## src/rtl/mem_port_arbiter.sv

```systemverilog
// rtl/mem_port_arbiter.sv - two-requester arbiter for the single R/W port of dumbMem.
// Optional macro MEM_ARB_ROUND_ROBIN_EN selects round-robin ties (default: fixed priority to requester 0).
module mem_port_arbiter #(
   parameter int ADDR_W = 10,
   parameter int DATA_W = 32
) (
   input  logic              clock,
   input  logic              reset,
   input  logic              req0,
   input  logic              req1,
   input  logic              we0,
   input  logic              we1,
   input  logic [ADDR_W-1:0] addr0,
   input  logic [ADDR_W-1:0] addr1,
   input  logic [DATA_W-1:0] wdata0,
   input  logic [DATA_W-1:0] wdata1,
   output logic              gnt0,
   output logic              gnt1,
   output logic              ack0,
   output logic              ack1,
   output logic [DATA_W-1:0] rdata0,
   output logic [DATA_W-1:0] rdata1,
   output logic [ADDR_W-1:0] mem_select,
   output logic [DATA_W-1:0] mem_wdata,
   output logic              mem_write,
   output logic              mem_read,
   input  logic [DATA_W-1:0] mem_rdata
);

   typedef enum logic [1:0] {
      S_IDLE   = 2'd0,
      S_ACCESS = 2'd1,
      S_RESP   = 2'd2
   } state_t;

   state_t              r_state;
   state_t              w_next;
   logic                r_owner;
   logic                r_last_grant;
   logic [ADDR_W-1:0]   r_lat_addr;
   logic                r_lat_we;
   logic [DATA_W-1:0]   r_lat_wdata;
   logic [DATA_W-1:0]   r_rdata0;
   logic [DATA_W-1:0]   r_rdata1;

   logic                w_any;
   logic                w_win;
   logic [ADDR_W-1:0]   w_sel_addr;
   logic                w_sel_we;
   logic [DATA_W-1:0]   w_sel_wdata;

   assign w_any = req0 | req1;

   // Winner selection: a lone request always wins; only ties consult the policy.
   always_comb begin
      w_win = 1'b0;
      if (req0 && req1) begin
`ifdef MEM_ARB_ROUND_ROBIN_EN
         w_win = ~r_last_grant;
`else
         w_win = 1'b0;
`endif
      end else if (req1) begin
         w_win = 1'b1;
      end
      w_sel_addr  = w_win ? addr1  : addr0;
      w_sel_we    = w_win ? we1    : we0;
      w_sel_wdata = w_win ? wdata1 : wdata0;
   end

   always_ff @(posedge clock) begin
      if (reset) begin
         r_state      <= S_IDLE;
         r_owner      <= 1'b0;
         r_last_grant <= 1'b1;
         r_lat_addr   <= '0;
         r_lat_we     <= 1'b0;
         r_lat_wdata  <= '0;
         r_rdata0     <= '0;
         r_rdata1     <= '0;
      end else begin
         r_state <= w_next;
         if (r_state == S_IDLE && w_any) begin
            r_owner      <= w_win;
            r_last_grant <= w_win;
            r_lat_addr   <= w_sel_addr;
            r_lat_we     <= w_sel_we;
            r_lat_wdata  <= w_sel_wdata;
         end
         if (r_state == S_ACCESS && !r_lat_we) begin
            if (r_owner)
               r_rdata1 <= mem_rdata;
            else
               r_rdata0 <= mem_rdata;
         end
      end
   end

   // Memory strobes are gated by reset so an aborted ACCESS cycle never commits.
   always_comb begin
      w_next     = r_state;
      gnt0       = 1'b0;
      gnt1       = 1'b0;
      ack0       = 1'b0;
      ack1       = 1'b0;
      mem_select = '0;
      mem_wdata  = '0;
      mem_write  = 1'b0;
      mem_read   = 1'b0;
      case (r_state)
         S_IDLE: begin
            if (w_any) w_next = S_ACCESS;
         end
         S_ACCESS: begin
            gnt0       = ~r_owner;
            gnt1       = r_owner;
            mem_select = r_lat_addr;
            mem_wdata  = r_lat_wdata;
            mem_write  = r_lat_we & ~reset;
            mem_read   = ~r_lat_we & ~reset;
            w_next     = S_RESP;
         end
         S_RESP: begin
            gnt0   = ~r_owner;
            gnt1   = r_owner;
            ack0   = ~r_owner;
            ack1   = r_owner;
            w_next = S_IDLE;
         end
         default: w_next = S_IDLE;
      endcase
   end

   assign rdata0 = r_rdata0;
   assign rdata1 = r_rdata1;

endmodule

```

## config.mk

```make
export PLATFORM = sky130hd
export DESIGN_NAME = mem_port_arbiter
export DESIGN_NICKNAME = d
export VERILOG_FILES = /design/src/rtl/mem_port_arbiter.sv
export SDC_FILE = /design/constraint.sdc
export NUM_CORES = 1
export LEC_CHECK = 0
export CORE_ASPECT_RATIO = 0.9
export CORE_MARGIN = 4
export CORE_UTILIZATION = 40
export CTS_CLUSTER_SIZE = 10
export DETAILED_ROUTE_END_ITERATION = 10
export PLACE_DENSITY_LB_ADDON = 0.15
export SYNTH_ARGS = -nofsm -noshare
export SYNTH_HDL_FRONTEND = slang
export SYNTH_SLANG_ARGS = --single-unit
```

## constraint.sdc

```tcl
create_clock -name clock -period 2.1 [get_ports clock]
set_clock_uncertainty 0.2 [all_clocks]
set_input_delay 0.42 -clock clock [delete_from_list [all_inputs] [get_ports clock]]
set_output_delay 0.42 -clock clock [all_outputs]
set_load 0.1 [all_outputs]
```

==> out/metrics.yaml <==
layout:
  post-route-cell-area_mm2: 0.00859
  drive_gt1_share_pct: 24.8
  layout_commonest_cell: "nand2_1"
  diodes: 0
  n_fill_cell: 720
  area_delta_synth_final_pct: 86.1
  most-common-layout-cells: "nand2_1 (214), clkdlybuf4s50_1 (120), buf_12 (113), dfxtp_1 (108), a21oi_1 (65)"
  final_util_pct: 77.8
  stdcell_count: 962
  nNetsFinal: 931
clock_tree:
  htreeDepth: 3
  hold_buffers: 0
  cts.clk_slew.worst_paths_ns: 0.08
  root_buffer: "clkbuf_16"
  worstSkewPairLatency_ns: 0.34
  cts_sinks: 110
  cts_tree: "built"
  cts_buffers: 9
  clockBufferDepth: 2
synth:
  synth-seq-area-share_pct: 47.7
  synth_xor_area_share_pct: 0
  syn_inst: 592
  syn_nets: 718
  synth_fa_ha_area_share_pct: 1.08
  ys_warn_count: 0
  synth.avg_cell_area_um2: 7.79
  synth_mux_area_share_pct: 0.217
  yosys.area_share.simple_pct: 29.1
  synth_compound_area_share_pct: 15.5
  synth_area_mm2: 0.00461
  ys_ff_latch: 110
  synth_top_family_by_area: "simple AND/OR/NAND/NOR gates"
  synth_cell_types: 23
die:
  die_w_um: 121
  ios: 234
  dieArea_mm2: 0.0133
  start_util_pct: 41.8
  floorplan.core_area_mm2: 0.0110
  fp-row-count: 36
  die_h_um: 110
sta:
  rsz0062_at_grt: "yes"
  slew_headroom_pct: 62.1
  setup_viol: 18
  tightestPinTransition_ns: 0.569
  final.period_utilization_pct: 101
  finalHoldViolCount: 0
  layout_setup_ws_ns: -0.0162
  drv_slew: 0
  fmax_mhz: 473
  post-route-min-period_ns: 2.12
  hold_slack_ns: 0.263
grt:
  grt_start_max_net_pins: 58
  overflow: 0
  grt_pass1_wl_um: 24900
  grt_pass1_vias: 4939
  grt_usage_pct: 23.7
  antenna_found_initial: 0
place:
  placed_cell_area_mm2: 0.00818
  place_congestion: 0.822
  io_buffers: 233
  dp.cells: 943
  dp_hpwl_um: 11700
drt:
  wl_met1_um: 5700
  wl_um: 15800
  viasPerCell: 5.11
  ant_nets: 0
  wl_per_cell_um: 16.4
  drtIter0Drc: 378
  routed-wl-met3_um: 1410
  drt-pass1-iter-count: 4
  top_layer_used: "met4"
  dr_wl_met2_um: 8320
  drc: 0
  vias: 4913
worst_setup_path:
  crit_top_cell: "buf_12"
  critPathLaunchType: "flip-flop"
  max_stage_delay_ns: 0.36
  slowest_stage: "dfxtp_2"
  path_cells: "inv_4 -> ha_4 -> buf_12 -> and2_2 -> buf_12"
  cp.arrival_ns: 1.50
  cp_max_fo: 22
  endpoint_kind: "output pin"
  crit_type: "reg2out"
  cp.required_ns: 1.48
run_status:
  violations: "negative setup slack"
  status: "finished, violations left"
run:
  cap_violations: 0
pwr:
  power.total_uw: 6400
  max-vdd-ir-drop_mv: 0.532
  p_leak_uw: 0.00331
  powerDensity_mw_per_mm2: 746
min_path:
  min_path_type: "reg2reg"
[routing by layer]
| metal | GRT usage (%) | vias to the layer above |
|---|---|---|
| met4 | 7.44 | 0 |
| met1 | 26.3 | 2310 |
| met5 | 0 | - |
| li1 | - | 2373 |
| met2 | 43.4 | 202 |
| met3 | 7.41 | 28 |
[power by group]
| part | internal (uW) | switching (uW) | total [uW] |
|---|---|---|---|
| Clock | 946 | 812 | 1760 |
| Sequential | 2260 | 130 | 2390 |
| Combinational | 904 | 1350 | 2260 |
| Total | 4110 | 2290 | 6400 |
[repair_timing]
item	CTS	global route
setup endpoints to repair	45	44
pin swaps	5	2
resized for setup	28	6
gates cloned	1	0
setup buffers	1	1
[synthesized netlist by cell type]
master,n,area share (%)
clkbuf_1,18,1.5
nand2b_1,1,0.14
nor2_1,44,3.6
and3b_1,2,0.38
inv_1,2,0.16
buf_4,5,0.81
a211oi_1,1,0.16
nor3b_2,1,0.27
dfxtp_1,110,48
nor3b_1,3,0.49
nand3b_1,1,0.16
a21oi_1,65,7.1
ha_1,4,1.1
buf_2,20,2.2
o21a_1,1,0.16
buf_6,7,1.7
nor2b_1,3,0.41
and2_1,44,6.0
or3b_1,1,0.19
a311oi_1,43,8.2
mux2i_1,1,0.22
nor3_1,1,0.11
nand2_1,214,17
[final timing paths]
check / startpoint / to / slack (ns) / depth (start not counted)
setup / recovery: r_state[1]$_SDFFE_PP0P_ / mem_select[3] / -0.02 / 5
hold / removal: rdata1[5]$_SDFFE_PP0P_ / rdata1[5]$_SDFFE_PP0P_ / 0.26 / 2
setup reg to reg: r_state[1]$_SDFFE_PP0P_ / rdata0[22]$_SDFFE_PP0P_ / 0.21 / 7
hold reg to reg: rdata1[5]$_SDFFE_PP0P_ / rdata1[5]$_SDFFE_PP0P_ / 0.26 / 2
[cells by family after synthesis]
logic type | Yosys count
simple gates | 315
fa+ha+maj | 4
buf+inv | 52
flops | 110
mux | 1
compound gates | 110
[final cells by class]
class,instances,area (um^2),area share [%]
Clock buffer,9,225,2.62
Clock inverter,7,80.1,0.933
Inverter,2,10.0,0.117
Multi-Input combinational cell,430,2250,26.2
Sequential cell,110,2210,25.7
Tap cell,152,190,2.21
Timing Repair Buffer,252,3630,42.2
[critical path, delay by kind of cell (launching register included)]
kind	cells	cell delay, ns
AND/OR/NAND/NOR	1	0.22
adder cells (fa/ha/maj)	1	0.19
buffers and inverters	3	0.38
flip-flops	1	0.36
[state kept, by name, summed over array words and instances, names as in the netlist]
register     count
rdata0          32
r_lat_we         1
rdata1          32
r_lat_addr      10
r_state          2
r_owner          1
r_lat_wdata     32
[per-stage QoR]
stage / TNS (ns) / setup slack, ns
after CTS: -1.03 / -0.0411
after global placement: 0 / 0.0926
after detailed placement: -0.00248 / -0.00248
final: -0.211 / -0.0162
after global routing: -1.94 / -0.0670
after floorplan: -0.350 / -0.350
Note: power is estimated with default switching activity, not from simulation.
